<file path="src/rtl/jk_cmd_seq.sv">
// Command sequencer feeding a JK flip-flop stage.
// Commands {op, cnt} are buffered in a small FIFO and each op is replayed on
// jk for cnt+1 cycles. A shadow copy of the flip-flop's expected state is
// compared against the fed-back q, and any divergence latches err.
//
// state   | meaning
// --------+-----------------------------------------------------------
// ST_IDLE | no command executing, jk driven to HOLD (00)
// ST_RUN  | replaying the current op; remain = cycles left after this one
module jk_cmd_seq #(
   parameter int DEPTH = 4,
   parameter int CNT_W = 4
) (
   input  logic             clk,
   input  logic             rst,
   input  logic             in_valid,
   output logic             in_ready,
   input  logic [1:0]       in_op,
   input  logic [CNT_W-1:0] in_cnt,
   output logic [1:0]       jk,
   input  logic             q_fb,
   output logic             busy,
   output logic             done,
   output logic             err
);

   localparam int AW = $clog2(DEPTH);

   localparam logic [0:0] ST_IDLE = 1'b0;
   localparam logic [0:0] ST_RUN  = 1'b1;

   localparam logic [1:0] OP_HOLD   = 2'b00;
   localparam logic [1:0] OP_RESET  = 2'b01;
   localparam logic [1:0] OP_SET    = 2'b10;
   localparam logic [1:0] OP_TOGGLE = 2'b11;

   logic [1:0]       fifo_op  [DEPTH];
   logic [CNT_W-1:0] fifo_cnt [DEPTH];
   logic [AW:0]      wr_ptr;
   logic [AW:0]      rd_ptr;
   logic             empty;
   logic             full;
   logic             push;
   logic             pop;

   logic [0:0]       state;
   logic [CNT_W-1:0] remain;
   logic             cmd_end;

   logic             shadow;
   logic             shv;

   // FIFO occupancy flags from the wrap-bit pointer pair
   always_comb begin
      empty = (wr_ptr == rd_ptr);
      full  = (wr_ptr[AW] != rd_ptr[AW]) && (wr_ptr[AW-1:0] == rd_ptr[AW-1:0]);
   end

   // Handshake and sequencing strobes; a full FIFO refuses pushes even when
   // a pop happens in the same cycle
   always_comb begin
      in_ready = !full;
      push     = in_valid && !full;
      cmd_end  = (state == ST_RUN) && (remain == '0);
      pop      = !empty && ((state == ST_IDLE) || cmd_end);
      busy     = (state == ST_RUN) || !empty;
   end

   // FIFO storage; contents are don't-care until written, so no reset
   always_ff @(posedge clk) begin
      if (push) begin
         fifo_op[wr_ptr[AW-1:0]]  <= in_op;
         fifo_cnt[wr_ptr[AW-1:0]] <= in_cnt;
      end
   end

   // FIFO pointers
   always_ff @(posedge clk or negedge rst) begin
      if (!rst) begin
         wr_ptr <= '0;
         rd_ptr <= '0;
      end else begin
         if (push) wr_ptr <= wr_ptr + 1'b1;
         if (pop)  rd_ptr <= rd_ptr + 1'b1;
      end
   end

   // Sequencer FSM: load head with no bubble, count down, return to HOLD
   always_ff @(posedge clk or negedge rst) begin
      if (!rst) begin
         state  <= ST_IDLE;
         remain <= '0;
         jk     <= OP_HOLD;
         done   <= 1'b0;
      end else begin
         done <= cmd_end;
         if (pop) begin
            state  <= ST_RUN;
            jk     <= fifo_op[rd_ptr[AW-1:0]];
            remain <= fifo_cnt[rd_ptr[AW-1:0]];
         end else if (cmd_end) begin
            state <= ST_IDLE;
            jk    <= OP_HOLD;
         end else if (state == ST_RUN) begin
            remain <= remain - 1'b1;
         end
      end
   end

   // Shadow of the flip-flop: follows the jk value it is sampling this edge;
   // stays unqualified until a SET or RESET pins down the unknown start value
   always_ff @(posedge clk or negedge rst) begin
      if (!rst) begin
         shadow <= 1'b0;
         shv    <= 1'b0;
      end else begin
         case (jk)
            OP_RESET: begin
               shadow <= 1'b0;
               shv    <= 1'b1;
            end
            OP_SET: begin
               shadow <= 1'b1;
               shv    <= 1'b1;
            end
            OP_TOGGLE: shadow <= ~shadow;
            default:   shadow <= shadow;
         endcase
      end
   end

   // Sticky mismatch flag; only the block reset clears it
   always_ff @(posedge clk or negedge rst) begin
      if (!rst) begin
         err <= 1'b0;
      end else if (shv && (q_fb != shadow)) begin
         err <= 1'b1;
      end
   end

endmodule

</file>
<file path="config.mk">
export PLATFORM = sky130hd
export DESIGN_NAME = jk_cmd_seq
export DESIGN_NICKNAME = d
export VERILOG_FILES = /design/src/rtl/jk_cmd_seq.sv
export SDC_FILE = /design/constraint.sdc
export NUM_CORES = 1
export LEC_CHECK = 0
export BUFFER_PORTS_ARGS = -buffer_cell sky130_fd_sc_hd__buf_2
export CORE_MARGIN = 10
export CORE_UTILIZATION = 58
export DETAILED_ROUTE_END_ITERATION = 12
export PLACE_DENSITY = 0.85
export SETUP_SLACK_MARGIN = 0.5
export SYNTH_ARGS = -nofsm -noshare
export SYNTH_HDL_FRONTEND = slang
export SYNTH_SLANG_ARGS = --single-unit
</file>
<file path="constraint.sdc">
create_clock -name clk -period 2.8 [get_ports clk]
set_clock_uncertainty 0.2 [all_clocks]
set_input_delay 0.28 -clock clk [delete_from_list [all_inputs] [get_ports clk]]
set_output_delay 0.28 -clock clk [all_outputs]
set_load 0.02 [all_outputs]
</file>
==> After elaboration in Yosys (flattened, before gate mapping) <==
Memory sizes are Yosys's and may differ from the RTL's.
Index checks and enable logic that the tools add are counted.
{ "classes": {"mux": 10, "add_sub_neg": 3, "n_eq_ne": 8, "bitwise": 2, "n_reduce_logical": 15} }
{ "op_table": {"columns": ["op", "n"], "rows": [
  ["2-to-1 mux 4 bit", 3],
  ["adder 3 x 1 -> 3 bit (second input constant)", 2],
  ["logical AND 1 bit", 5],
  ["== test 2 bit (second input constant)", 2],
  ["logical NOT 4 bit", 1],
  ["2-to-1 mux 1 bit", 4],
  ["2-to-1 mux 2 bit", 2],
  ["nonzero test 2 bit", 2],
  ["subtractor 4 x 1 -> 4 bit (second input constant)", 1],
  ["== test 3 bit", 1],
  ["case mux 1 bit (3 select lines)", 1],
  ["nonzero test 3 bit", 1],
  ["== test 2 x 1 -> 1 bit (second input constant)", 1],
  ["== test 2 bit", 1],
  ["logical NOT 1 bit", 2],
  ["logical OR 1 bit", 2],
  ["inequality test 1 bit", 2],
  ["inequality test 2 bit (second input constant)", 1],
  ["inverter 1 bit", 2],
  ["AND reduction 2 bit", 1],
  ["OR reduction 2 bit", 1]
]} }
{ "word_totals": {"input_bits": 10, "ff_bits": 17, "ramBits": 24, "out_inout_bits": 6, "memories": 2} }
{ "memory_table": {"columns": ["memory", "depth", "width", "rd", "rd_ports_with_merged_regs", "write_ports", "line_no", "rtl"], "rows": [
  ["fifo_cnt", 4, 4, 1, 0, 1, "38", "logic [CNT_W-1:0] fifo_cnt [DEPTH];"],
  ["fifo_op", 4, 2, 1, 0, 1, "37", "logic [1:0] fifo_op [DEPTH];"]
]} }

==> Logic depth before layout (Yosys ltp) <==
Gate-level depths: netlist (run 1).
{ "logic_depth": {"ltp_word": 6, "ltp_mapped": 6, "mapped_depth_nobuf": 6} }

==> Worst setup path before layout (run 1) <==
Ideal clock, no wire load.
{ "synth_path": {"path_kind": "reg2reg", "from": "register remain[0]", "to": "register rd_ptr[1]", "path_slack_ps": 832, "t_required_ps": 2475, "stages_incl_launch_ff": 6, "setup_time_ps": 125, "arrival_ps": 1643, "synth_period_minus_slack_ps": 1968, "path_cell_list": "dfrtp_1 inv_1 ha_1 or3b_4 a32oi_2 mux2_4"} }
{ "synth_via": {"elab_chain_cells": 4} }
{ "synth_lines": {"columns": ["element", "line_no", "rtl"], "rows": [
  ["start, declared", "47", "logic [CNT_W-1:0] remain;"],
  ["start signal, assigned", "100", "remain <= fifo_cnt[rd_ptr[AW-1:0]];"],
  ["start signal, assigned", "105", "remain <= remain - 1'b1;"],
  ["logical NOT 4 bit", "64", "cmd_end = (state == ST_RUN) && (remain == '0);"],
  ["logical AND 1 bit", "64", null],
  ["logical OR 1 bit", "65", "pop = !empty && ((state == ST_IDLE) || cmd_end);"],
  ["logical AND 1 bit", "65", null],
  ["end signal, assigned", "84", "if (pop) rd_ptr <= rd_ptr + 1'b1;"],
  ["end, declared", "40", "logic [AW:0] rd_ptr;"]
]} }
Every way passes these cells.
A chain may end at the register's enable or synchronous reset.

==> Worst setup path after layout (run 1) <==
Ends and elaborated chain as after synthesis.

==> summary by stage, run 1 <==
Logic synthesis
The Yosys step of the flow raised 0 warnings. Synthesis handed over a netlist of 119 instances. Of the post-synthesis cell area, the dominant cell type holds 0.386. The cell area after technology mapping is between 0.0015 and 0.002 mm^2.

In the post-synthesis netlist, the biggest area contributors are sky130_fd_sc_hd__edfxtp_1 39%, sky130_fd_sc_hd__dfrtp_1 23%, sky130_fd_sc_hd__ha_1 6.0%. In the synthesized netlist the async set-or-reset flop fraction comes to 0.415. In this run, synthesis produced a sequential element count of between 40 and 50. The share of the Yosys chip area taken by registers is 0.614. Of all cell types, the one taking the most synthesized area is sky130_fd_sc_hd__edfxtp_1. Among all flip-flop cells after synthesis, the most frequent one is sky130_fd_sc_hd__edfxtp_1. Yosys mapped the design onto 37 distinct sky130hd cell types. The average cell area after synthesis is roughly 16 um^2. The count of flip-flops with a built-in enable after synthesis is 24. The net count after synthesis is between 100 and 150.

Floorplan
The total area inside the core boundary comes to 0.00308 mm^2. The floorplan die width is 76.7 um. During I/O placement, the number of pins put on the boundary was 16.

The die height is approximately 77 um. Row generation in the floorplan step produced 20 rows. The floorplan step defined a die boundary enclosing roughly 0.006 mm^2.

For this configuration, the core starts out at a cell density of 0.606.

GRT
The largest net degree at the start of global routing is 18. For this run, the total global-route usage over all layers was measured as 0.113. The initial antenna violation count is 0. The leftover overflow at the end of global routing is 0.

The number of global-route vias before repair is 1,083. The first global-routing pass estimated 5250 um of wire.

Power
The share of total power dissipated in the clock network is 0.172. The overall power is ~2.3 mW. Internal power comes to 1.44 mW. The maximum vdd drop is approximately 540 uV. Dividing total power by cell area gives a power density of approximately 1100 mW/mm^2. The share of total power dissipated in sequential elements is 0.453.

For this design the total switching power over the nets is between 800 and 900 uW. The leakage dissipation is just under 0.9 nW. Of the total power, the share spent switching nets is 0.363. The share of power burned in combinational logic is 0.375.

Run status
The run finished with clean final reports.

Clock network
The later pin in the worst-skew pair is clocked with a latency of 360 ps. Gates resized during post-CTS repair numbered 0. The H-tree was split into 2 levels. The clock-pin slew on the worst setup and hold paths is ~130 ps. The number of buffers inserted for hold repair after clock tree synthesis is 7. The clock passes through at most 2 buffers. The number of post-CTS setup repair buffers is 0. The clock tree root driver cell is sky130_fd_sc_hd__clkbuf_4. Clock tree synthesis found a total of just over 40 sinks. The CTS tree is yes. The clock buffer count from CTS is 5.

STA
Derived from the worst setup path, the maximum achievable clock frequency is approximately 0.47 GHz. The number of pins exceeding their max-slew limit in the final report came to 0. After routing, the total negative slack on setup checks comes to 0 ps.

The final period demand of the worst path is between 2000 and 2500 ps. The worst slew margin relative to its limit is 0.657. For the pin with the worst max-slew slack, the measured transition is about 520 ps. The setup-violating endpoint count in the final report is 0. Setup repair after global routing left no endpoint under its margin. The number of hold violations in the final report is 0. The post-route fraction of the period consumed by the critical path is 0.767.

Setup slack closes at between 600 and 700 ps.

Detailed routing
After detailed routing, the number of vias per cell comes to 5.35. The overall via count from detail_route is between 1k and 1.5k. The number of DRC violations after detailed-routing iteration 0 is 86. The total wire length after detailed routing is around 3100 um. The first-pass iteration count of the detailed router is 4.

The number of remaining DRC errors is 0. The count of nets left with antenna violations once routing finished came out at 0. Dividing the detail-routed wire length by the instance count gives 16.5 um.

Finish
The area growth from synthesis to layout is 14.0%. In the final design database the tool counted 164 nets. The total inserted antenna cells is 0.

The utilization after layout is 0.691. The count of cells in the finished layout, fillers not included, comes to 190. The share of final-layout standard cells stronger than drive strength 1 is 0.219.

Placement
The final weighted congestion in routability-driven placement is between 0.8 and 0.9. At the placement stage, the worst setup path has a slack of 669 ps. The post-placement cell count is approximately 180. The count of input and output buffers is 15. Detailed placement finished with a half-perimeter wire length of around 2400 um.

Run
The max-cap violation count is 0.

Hold path
The path class of the lowest-slack min-delay path is input pin to flop. Along the worst hold path, the cell count comes to 3. The hold path endpoint is err$_DFFE_PN0P_. In this run the most critical hold path is launched from q_fb.

Worst setup path
The origin of the critical flop-to-flop path is remain[0]$_DFFE_PN0P_. For the worst setup path, the data required time is ~2900 ps. The critical path endpoint category is a flop. STA classifies the critical path startpoint as a flop. The number of cells on the worst reg-to-reg path is 5. On the worst path, the slowest cell contributes a delay of about 420 ps. The internal reg-to-reg setup slack is about 650 ps. The signal on the critical path passes through inv_1 > ha_1 > or3b_4 > a32oi_2 > mux2_4. In this run the critical register-to-register path is captured at rd_ptr[1]$_DFFE_PN0N_.

The classification of the worst setup path is flop to flop. Data arrives at the worst endpoint at approximately 2200 ps. The peak fanout along the critical path is 7. The critical-path cell with the highest stage delay is sky130_fd_sc_hd__dfrtp_1.
[cells in the mapped netlist (all sizes together) (3+ instances only)]
library cell / n
and2: 6
buf: 3
dfrtp: 17
edfxtp: 24
ha: 9
inv: 8
mux2i: 3
mux4: 6
nand2: 4
o21ai: 3
xnor2: 5
xor2: 6
[state kept, by name, indices dropped and copies added, names as in the netlist]
name	count
fifo_cnt	16
fifo_op	8
remain	4
rd_ptr	3
wr_ptr	3
jk	2
done	1
err	1
shadow	1
shv	1
state	1
[how the worst max path moves through the flow]
stage / start / end / slack [ps] / cells after the start
floorplan: remain[0]$_DFFE_PN0P_ / rd_ptr[1]$_DFFE_PN0N_ / 830 / 5
global placement: remain[0]$_DFFE_PN0P_ / rd_ptr[1]$_DFFE_PN0N_ / 740 / 5
detailed placement: remain[0]$_DFFE_PN0P_ / rd_ptr[1]$_DFFE_PN0N_ / 670 / 5
CTS: remain[0]$_DFFE_PN0P_ / rd_ptr[1]$_DFFE_PN0N_ / 640 / 5
global route: rd_ptr[0]$_DFFE_PN0N_ / fifo_cnt[1][2]$_DFFE_PP_ / 550 / 3
finish: remain[0]$_DFFE_PN0P_ / rd_ptr[1]$_DFFE_PN0N_ / 650 / 5
[metrics by stage]
stage / cell area (um^2) / hold WS [ps]
global route: 2130 / 58.1
global placement: 1970 / 14.8
detailed placement: 1970 / 21.2
CTS: 2130 / 40.0
finish: 2130 / 49.8
floorplan: 1870 / -216
[cells by family after synthesis]
family / Yosys count / synth area share
flip-flops: 41 / 0.614
buffers and inverters: 11 / 0.0288
multiplexers: 10 / 0.105
AO/OA/AOI/OAI: 16 / 0.0677
XOR/XNOR: 11 / 0.0597
adder cells (fa/ha/maj): 9 / 0.0604
AND/OR/NAND/NOR: 21 / 0.0644
[area by class of cell]
| class | count | area [um^2] |
|---|---|---|
| Sequential cell | 41 | 1150 |
| Fill cell | 206 | 952 |
| Multi-Input combinational cell | 67 | 666 |
| Timing Repair Buffer | 22 | 145 |
| Tap cell | 44 | 55.1 |
| Clock inverter | 3 | 46.3 |
| Clock buffer | 5 | 37.5 |
| Inverter | 8 | 30.0 |
[worst max-delay path: cells and delay by family, from the launching register on]
kind	cells	cell delay (ps)
muxes	1	340
adders and majority gates	1	200
AOI/OAI and AO/OA	1	380
DFF	1	420
buffers and inverters	1	100
and+or+nand+nor	1	410
[power by group through the flow]
stage / sequential [mW] / combinational (mW) / clock [mW]
after floorplan: 0.967 / 0.711 / 0
after global placement: 1.03 / 0.797 / 0
after detailed placement: 1.04 / 0.836 / 0
after CTS: 1.03 / 0.851 / 0.398
after global routing: 1.05 / 0.932 / 0.425
final: 1.02 / 0.846 / 0.389
[routing by layer]
| layer | GRT usage | routed length (um) |
|---|---|---|
| met4 | 0.0446 | 47 |
| met1 | 0.128 | 1350 |
| met3 | 0.0431 | 146 |
| met2 | 0.187 | 1600 |
| met5 | 0 | 0 |
[placed cells by master (no fill, tap or decap), types with 2 or more instances in the layout]
| cell | instances |
|---|---|
| sky130_fd_sc_hd__a21oi_1 | 2 |
| sky130_fd_sc_hd__a221o_1 | 2 |
| sky130_fd_sc_hd__a22o_1 | 2 |
| sky130_fd_sc_hd__and2_1 | 4 |
| sky130_fd_sc_hd__buf_2 | 15 |
| sky130_fd_sc_hd__clkbuf_4 | 5 |
| sky130_fd_sc_hd__dfrtp_1 | 17 |
| sky130_fd_sc_hd__dlygate4sd3_1 | 7 |
| sky130_fd_sc_hd__edfxtp_1 | 24 |
| sky130_fd_sc_hd__ha_1 | 9 |
| sky130_fd_sc_hd__inv_1 | 8 |
| sky130_fd_sc_hd__mux2i_1 | 3 |
| sky130_fd_sc_hd__mux4_1 | 4 |
| sky130_fd_sc_hd__mux4_2 | 2 |
| sky130_fd_sc_hd__nand2_1 | 4 |
| sky130_fd_sc_hd__nand2b_1 | 2 |
| sky130_fd_sc_hd__nand3_1 | 2 |
| sky130_fd_sc_hd__nor2_1 | 2 |
| sky130_fd_sc_hd__o21ai_0 | 2 |
| sky130_fd_sc_hd__o31ai_1 | 2 |
| sky130_fd_sc_hd__xnor2_1 | 3 |
| sky130_fd_sc_hd__xnor2_2 | 2 |
| sky130_fd_sc_hd__xor2_1 | 6 |
Note: power is estimated with default switching activity, not from simulation.
==> run 2: changes to the inputs <==
==> constraint.sdc (replaced) <==
create_clock -name clk -period 2.1 [get_ports clk]
set_clock_uncertainty 0.2 [all_clocks]
set_input_delay 0.21 -clock clk [delete_from_list [all_inputs] [get_ports clk]]
set_output_delay 0.21 -clock clk [all_outputs]
set_load 0.02 [all_outputs]
==> run 2 against run 1 <==
Compared with the run above:
- via count is 19% higher
- count of clock-buffer cells in the layout is 1 higher
- register-to-register slack worse by 520 ps
- flip-flop and latch count stayed put
- final cell count is 14% higher
- largest cell class unchanged
==> summary by stage, run 2 (same netlist as run 1, synthesis figures left out) <==
Floorplan
The number of ports placed on the die boundary is 16 (unchanged). The die height was 76.7 um (unchanged). The total die area is 0.00589 mm^2 (unchanged). The area of the placeable core is 0.00308 mm^2 (unchanged). The floorplan die width is 76.7 um (unchanged). The starting density of the core came to 0.606 (unchanged).

The number of cell rows is 20 (unchanged).

GRT
The initial antenna violation count is 0 (unchanged). The global routing usage on met2 is 0.224 (+0.0371). The largest net degree at the start of global routing is 18 (unchanged).

The met3 usage is 0.0385 (-0.00466). The leftover overflow at the end of global routing is 0 (unchanged). The first-pass GRT wire length is 5960 um (+14%). The number of global-route vias before repair is 1,239 (+14%). After global routing, the most crowded layer is met2. The total track usage is 0.129 (+0.0158).

The met1 global-route usage is 0.138 (+0.00919).

Clock network
TritonCTS built the clock tree. The clock-pin slew on the worst setup and hold paths is 120 ps (about the same). In this run the clock root is driven by a sky130_fd_sc_hd__clkbuf_4. The TritonCTS sink count came to 41 (unchanged). The H-tree level count is 2 (unchanged). The clock insertion delay at the later pin of the skew report was 340 ps (-20 ps). The clock buffer count from CTS is 5 (unchanged). The buffer levels on the longest clock path is 2 (unchanged).

STA
The worst slew margin relative to its limit was 0.743 (+0.0865). The final period demand of the worst path is 1970 ps (-178 ps). The post-route fraction of the period consumed by the critical path is 0.938 (+0.171). The setup-violating endpoint count in the final report is 0 (unchanged).

The worst-margin pin slew is 385 ps (-130 ps). Setup repair after global routing could not meet its margin everywhere. The accumulated negative setup slack is 0 ps (unchanged). The number of hold violations in the final report is 0 (unchanged). The number of pins exceeding their max-slew limit in the final report was 0 (unchanged). The top achievable clock speed is 0.508 GHz (+9.1%).

The worst path setup slack after routing was 130 ps (-522 ps).

Detailed routing
The number of vias per cell after detailed routing was 5.58 (+4.3%). The routed wire length per instance is 17.8 um (+7.5%). The first-pass iteration count of the detailed router is 4 (unchanged).

The total wire length after detailed routing was 3840 um (+22%). The remaining antenna violation count was 0 (unchanged). The number of DRC violations after detailed-routing iteration 0 was 117 (+36%).

The number of remaining DRC errors is 0 (unchanged). The overall via count from detail_route was 1,206 (+19%).

Power
The leakage dissipation is 1.02 nW (+17%). The maximum vdd drop is 852 uV (+59%). The total power per unit cell area is 1580 mW/mm^2 (+49%).

Worst setup path
The peak fanout along the critical path is 4 (-3). The endpoint arrival time on the critical path was 2060 ps (-150 ps). The depth of the most critical reg-to-reg path is 7 (+2). In this run the critical register-to-register path is captured at remain[3]$_DFFE_PN0P_. The worst register-to-register path begins at remain[1]$_DFFE_PN0P_. The first element of the critical path is remain[1]$_DFFE_PN0P_.

The classification of the worst setup path is flop to flop. The internal reg-to-reg setup slack came to 130 ps (-520 ps). The worst setup path is captured at a flop.

The worst setup path endpoint is remain[3]$_DFFE_PN0P_. The kind of launch point of the worst setup path is a flop. The required time at the endpoint of the critical path is 2190 ps (-670 ps).

Finish
The number of filler cells placed in the layout was 178 (-14%). The area of all placed cells without fillers is 0.00246 mm^2 (+16%). In the layout the commonest cells are 24 x sky130_fd_sc_hd__edfxtp_1, 20 x sky130_fd_sc_hd__buf_4, 14 x sky130_fd_sc_hd__buf_2, 13 x sky130_fd_sc_hd__dfrtp_1, 8 x sky130_fd_sc_hd__ha_1. The share of final-layout standard cells stronger than drive strength 1 is 0.442 (+0.223). Relative to the synthesized area, the layout overhead comes to 31.9%. Leaving out fill and tap cells, the most frequent cell in the layout is sky130_fd_sc_hd__edfxtp_1.

The final net count is 190 (+16%). The total inserted antenna cells is 0 (unchanged). The flip-flop count of the largest register after layout is 16 (unchanged).

Placement
The post-detailed-placement cell area was 0.00203 mm^2 (+3.0%). The count of input and output buffers is 15 (unchanged). The final weighted congestion in routability-driven placement is 0.918 (+8.0%). The detailed placement HPWL is 2340 um (-1.0%). The worst slack after detailed placement was 58.0 ps (-611 ps).

Run
The max-cap violation count is 0 (unchanged).

Run status
The flow ran to the end, and the final reports show no timing, DRC or antenna violations.

Hold path
The path class of the lowest-slack min-delay path is input pin to flop.
run 2: power by group:
group	switching [mW]	total [mW]	internal, mW	leakage [nW]
clock	0.243	0.491	0.248	0.0399
combinational	0.953	2.06	1.11	0.564
sequential	0.228	1.35	1.12	0.411
run 2: worst max-delay path: stages, from the launching register on:
cell                      delay (ps)
sky130_fd_sc_hd__dfrtp_1         410
sky130_fd_sc_hd__inv_2            80
sky130_fd_sc_hd__ha_4            140
sky130_fd_sc_hd__or3b_4          410
sky130_fd_sc_hd__a32oi_4         280
sky130_fd_sc_hd__buf_6           160
sky130_fd_sc_hd__and2_0          130
sky130_fd_sc_hd__a221o_1         100
run 2: how the worst min path moves through the flow:
stage                      end  startpoint  slack (ps)  cells after the start
6_report       err$_DFFE_PN0P_        q_fb          30                      3
5_1_grt        err$_DFFE_PN0P_        q_fb          20                      3
4_1_cts        err$_DFFE_PN0P_        q_fb           5                      3
3_5_place_dp   shv$_DFFE_PN0P_         rst         -50                      1
3_3_place_gp   err$_DFFE_PN0P_         rst         -60                      1
2_1_floorplan   done$_DFF_PN0_         rst        -290                      0
run 2: stage by stage:
step / hold WS [ps] / util / total power, mW / cells
floorplan: -286 / - / 2.37 / 119
global placement: -58.0 / 0.660 / 2.57 / 175
detailed placement: -46.4 / 0.660 / 2.67 / 175
CTS: 4.65 / 0.767 / 3.56 / 208
global route: 19.2 / 0.799 / 4.13 / 216
finish: 27.9 / 0.799 / 3.90 / 216
run 2: routing by layer:
layer,routed length [um],share of wire
met1,1470,0.38
met5,0,0
met4,73,0.019
met2,2080,0.54
met3,209,0.054
run 2: cell type report:
type / count / area [um^2] / share of cell area
clock inverters: 2 / 33.8 / 0.0137
flip-flops and latches: 41 / 1150 / 0.468
multi-input cells: 67 / 779 / 0.317
inverters: 8 / 30.0 / 0.0122
clock buffers: 6 / 41.3 / 0.0168
well taps: 44 / 55.1 / 0.0224
repair buffers: 48 / 369 / 0.150
run 2: what timing repair did:
action,CTS,global route
endpoints found under the setup margin,39,39
endpoints found under the hold margin,41,0
setup buffers,18,8
hold buffers,7,0
resized for setup,14,10
pin swaps,6,7
==> run 3: changes to the inputs <==
--- a/config.mk
+++ b/config.mk
@@ -6,7 +6,6 @@
 export NUM_CORES = 1
 export LEC_CHECK = 0
 export BUFFER_PORTS_ARGS = -buffer_cell sky130_fd_sc_hd__buf_2
-export CORE_MARGIN = 10
 export CORE_UTILIZATION = 58
 export DETAILED_ROUTE_END_ITERATION = 12
 export PLACE_DENSITY = 0.85
==> constraint.sdc (replaced) <==
create_clock -name clk -period 2.13 [get_ports clk]
set_clock_uncertainty 0.2 [all_clocks]
set_input_delay 0.1065 -clock clk [delete_from_list [all_inputs] [get_ports clk]]
set_output_delay 0.1065 -clock clk [all_outputs]
set_load 0.02 [all_outputs]
==> run 3 against run 2 <==
Compared with the run above:
- the run now ends with negative hold slack left
- worst setup slack improved by 62 ps
- count of clock-buffer cells in the layout decreased by 1
- global-route usage increased by 11 points
- largest power group unchanged
- via count decreased by 6.2%
- power decreased by 7.7%
- sequential power about the same
- design area decreased by 2.1%
- register-to-register slack improved by 60 ps
- highest routed layer unchanged
- flip-flop and latch count unchanged
- combinational power decreased by 15%
- largest cell class unchanged
==> summary by stage, run 3 (same netlist as run 1, synthesis figures left out) <==
Run status
The run finished, with violations left. The checks that failed: negative hold slack.

Placement
The detailed placement HPWL was 2160 um (-7.5%). The post-detailed-placement cell area is 0.00203 mm^2 (unchanged). The worst slack after detailed placement is 95.2 ps (+37.2 ps). The post-placement cell count came to 175 (unchanged). The final weighted congestion in routability-driven placement came to 0.849 (-7.5%). The count of input and output buffers came to 15 (unchanged).

STA
The accumulated negative setup slack came to 0 ps (unchanged). The post-route fraction of the period consumed by the critical path is 0.910 (-0.0281). Setup repair after global routing could not meet its margin everywhere.

The worst slew margin relative to its limit came to 0.743 (about the same). The final period demand of the worst path is 1940 ps (-31.6 ps). The top achievable clock speed is 0.516 GHz (+1.6%). The number of hold violations in the final report is 5 (+5). The worst path setup slack after routing is 191 ps (+61.6 ps).

The number of pins exceeding their max-slew limit in the final report is 0 (unchanged). The worst-margin pin slew came to 385 ps (-0.444 ps). The setup-violating endpoint count in the final report is 0 (unchanged).

The worst hold slack is -2.20 ps (-30.1 ps).

GRT
The initial antenna violation count is 0 (unchanged). The largest net degree at the start of global routing was 18 (unchanged). The number of global-route vias before repair came to 1,223 (-1.3%). The total track usage was 0.235 (+0.106). The leftover overflow at the end of global routing is 0 (unchanged). The first-pass GRT wire length is 5550 um (-6.8%).

Run
The max-cap violation count came to 0 (unchanged).

Finish
The count of non-filler cells in the finished layout is 211 (-2.3%). The flip-flop count of the largest register after layout is 16 (unchanged). The share of final-layout standard cells stronger than drive strength 1 was 0.413 (-0.0287). The final net count is 185 (-2.6%).

The total inserted antenna cells is 0 (unchanged). The area of all placed cells without fillers is 0.00241 mm^2 (-2.1%). Leaving out fill and tap cells, the most frequent cell in the layout is sky130_fd_sc_hd__edfxtp_1. The area growth from synthesis to layout is 29.1%. In the layout the commonest cells are 24 x sky130_fd_sc_hd__edfxtp_1, 15 x sky130_fd_sc_hd__buf_4, 14 x sky130_fd_sc_hd__buf_2, 12 x sky130_fd_sc_hd__dfrtp_1, 9 x sky130_fd_sc_hd__dlygate4sd3_1. The number of filler cells placed in the layout was 180 (+1.1%).

Floorplan
The total die area is 0.00345 mm^2 (-41%). The starting density of the core is 0.611 (+0.00497). The die height came to 58.7 um (-23%).

The area of the placeable core is 0.00305 mm^2 (-0.81%). The number of ports placed on the die boundary is 16 (unchanged). The floorplan die width is 58.7 um (-23%). The number of cell rows is 20 (unchanged).

Worst setup path
The peak fanout along the critical path was 5 (+1). The required time at the endpoint of the critical path is 2200 ps (about the same). The classification of the worst setup path is flop to flop. STA classifies the critical path endpoint as a flop. The endpoint arrival time on the critical path was 2010 ps (-50 ps). The kind of launch point of the worst setup path is a flop. The depth of the most critical reg-to-reg path is 6 (-1).

Detailed routing
The routed wire length per instance is 16.1 um (-9.6%). The total wire length after detailed routing is 3390 um (-12%). The number of DRC violations after detailed-routing iteration 0 is 33 (-72%). The overall via count from detail_route is 1,131 (-6.2%). The first-pass iteration count of the detailed router came to 4 (unchanged).

The remaining antenna violation count is 0 (unchanged). The number of remaining DRC errors is 0 (unchanged). The number of vias per cell after detailed routing is 5.36 (-4.0%).

Hold path
The worst hold path belongs to the class input pin to async pin.

Power
The leakage dissipation is 0.988 nW (-2.7%). The total power per unit cell area came to 1490 mW/mm^2 (-5.8%). The maximum vdd drop is 986 uV (+16%).

Clock network
The clock buffer count from CTS is 5 (unchanged). The H-tree level count is 2 (unchanged). The CTS tree is yes.

The TritonCTS sink count is 41 (unchanged). The buffer levels on the longest clock path is 2 (unchanged). The clock-pin slew on the worst setup and hold paths is 130 ps (about the same). The clock insertion delay at the later pin of the skew report came to 350 ps (about the same). The clock tree root driver cell is sky130_fd_sc_hd__clkbuf_4.
-- run 3: cell count changes in the layout (fill, tap and decap cells not counted), sizes merged --
| cell | before | now |
|---|---|---|
| clkbuf | 6 | 5 |
| dlygate4sd3 | 7 | 9 |
| clkinvlp | 0 | 1 |
| buf | 41 | 34 |
-- run 3: timing repair --
action                                  CTS  global route
pin swaps                                 8             8
hold endpoints to repair                 43             0
setup buffers                            15             4
gates resized for setup                  15             6
endpoints found under the setup margin   39            56
gates cloned                              0             0
hold buffers                             10             0
-- run 3: metrics by stage --
stage / utilization / hold slack [ps] / total power, mW
floorplan: - / -389 / 2.34
CTS: 0.777 / 276 / 3.49
detailed placement: 0.665 / -153 / 2.62
global placement: 0.665 / -160 / 2.53
global route: 0.789 / 27.4 / 3.80
finish: 0.789 / -2.20 / 3.60
-- run 3: per-layer routing --
layer | routed length, um | vias to the layer above | global-route usage
met5 | 0 | - | 0
met3 | 134 | 6 | 0.0549
met2 | 1830 | 36 | 0.397
li1 | - | 534 | -
met1 | 1350 | 555 | 0.269
met4 | 65 | 0 | 0.150
-- run 3: critical path: stages (launching register included) --
cell and delay (ps):
sky130_fd_sc_hd__dfrtp_1 420, sky130_fd_sc_hd__inv_2 80, sky130_fd_sc_hd__ha_4 130, sky130_fd_sc_hd__or3b_4 410
sky130_fd_sc_hd__a32oi_4 270, sky130_fd_sc_hd__buf_4 180, sky130_fd_sc_hd__xor2_1 170
-- run 3: cell type report --
type | count | area (um^2) | share of cell area
clock buffer | 5 | 37.5 | 0.0156
clock inverter | 3 | 41.3 | 0.0171
inverter | 8 | 30.0 | 0.0125
multi-input combinational | 67 | 763 | 0.317
sequential | 41 | 1150 | 0.478
tap | 44 | 55.1 | 0.0229
timing repair buffer | 43 | 329 | 0.137
-- run 3: worst paths after layout --
check,from,endpoint,slack (ps)
max reg2reg,remain[0]$_DFFE_PN0P_,rd_ptr[0]$_DFFE_PN0N_,190
min in group clk,err$_DFFE_PN0P_,err$_DFFE_PN0P_,270
max,remain[0]$_DFFE_PN0P_,rd_ptr[0]$_DFFE_PN0N_,190
min,rst,state$_DFFE_PN0P_,-2
min reg2reg,err$_DFFE_PN0P_,err$_DFFE_PN0P_,270
max in group asynchronous,rst,wr_ptr[1]$_DFFE_PN0P_,1420
-- run 3: report_power, final --
part	internal (mW)	switching, mW
Sequential	1.11	0.236
Clock	0.243	0.249
Combinational	0.947	0.816
Total	2.30	1.30
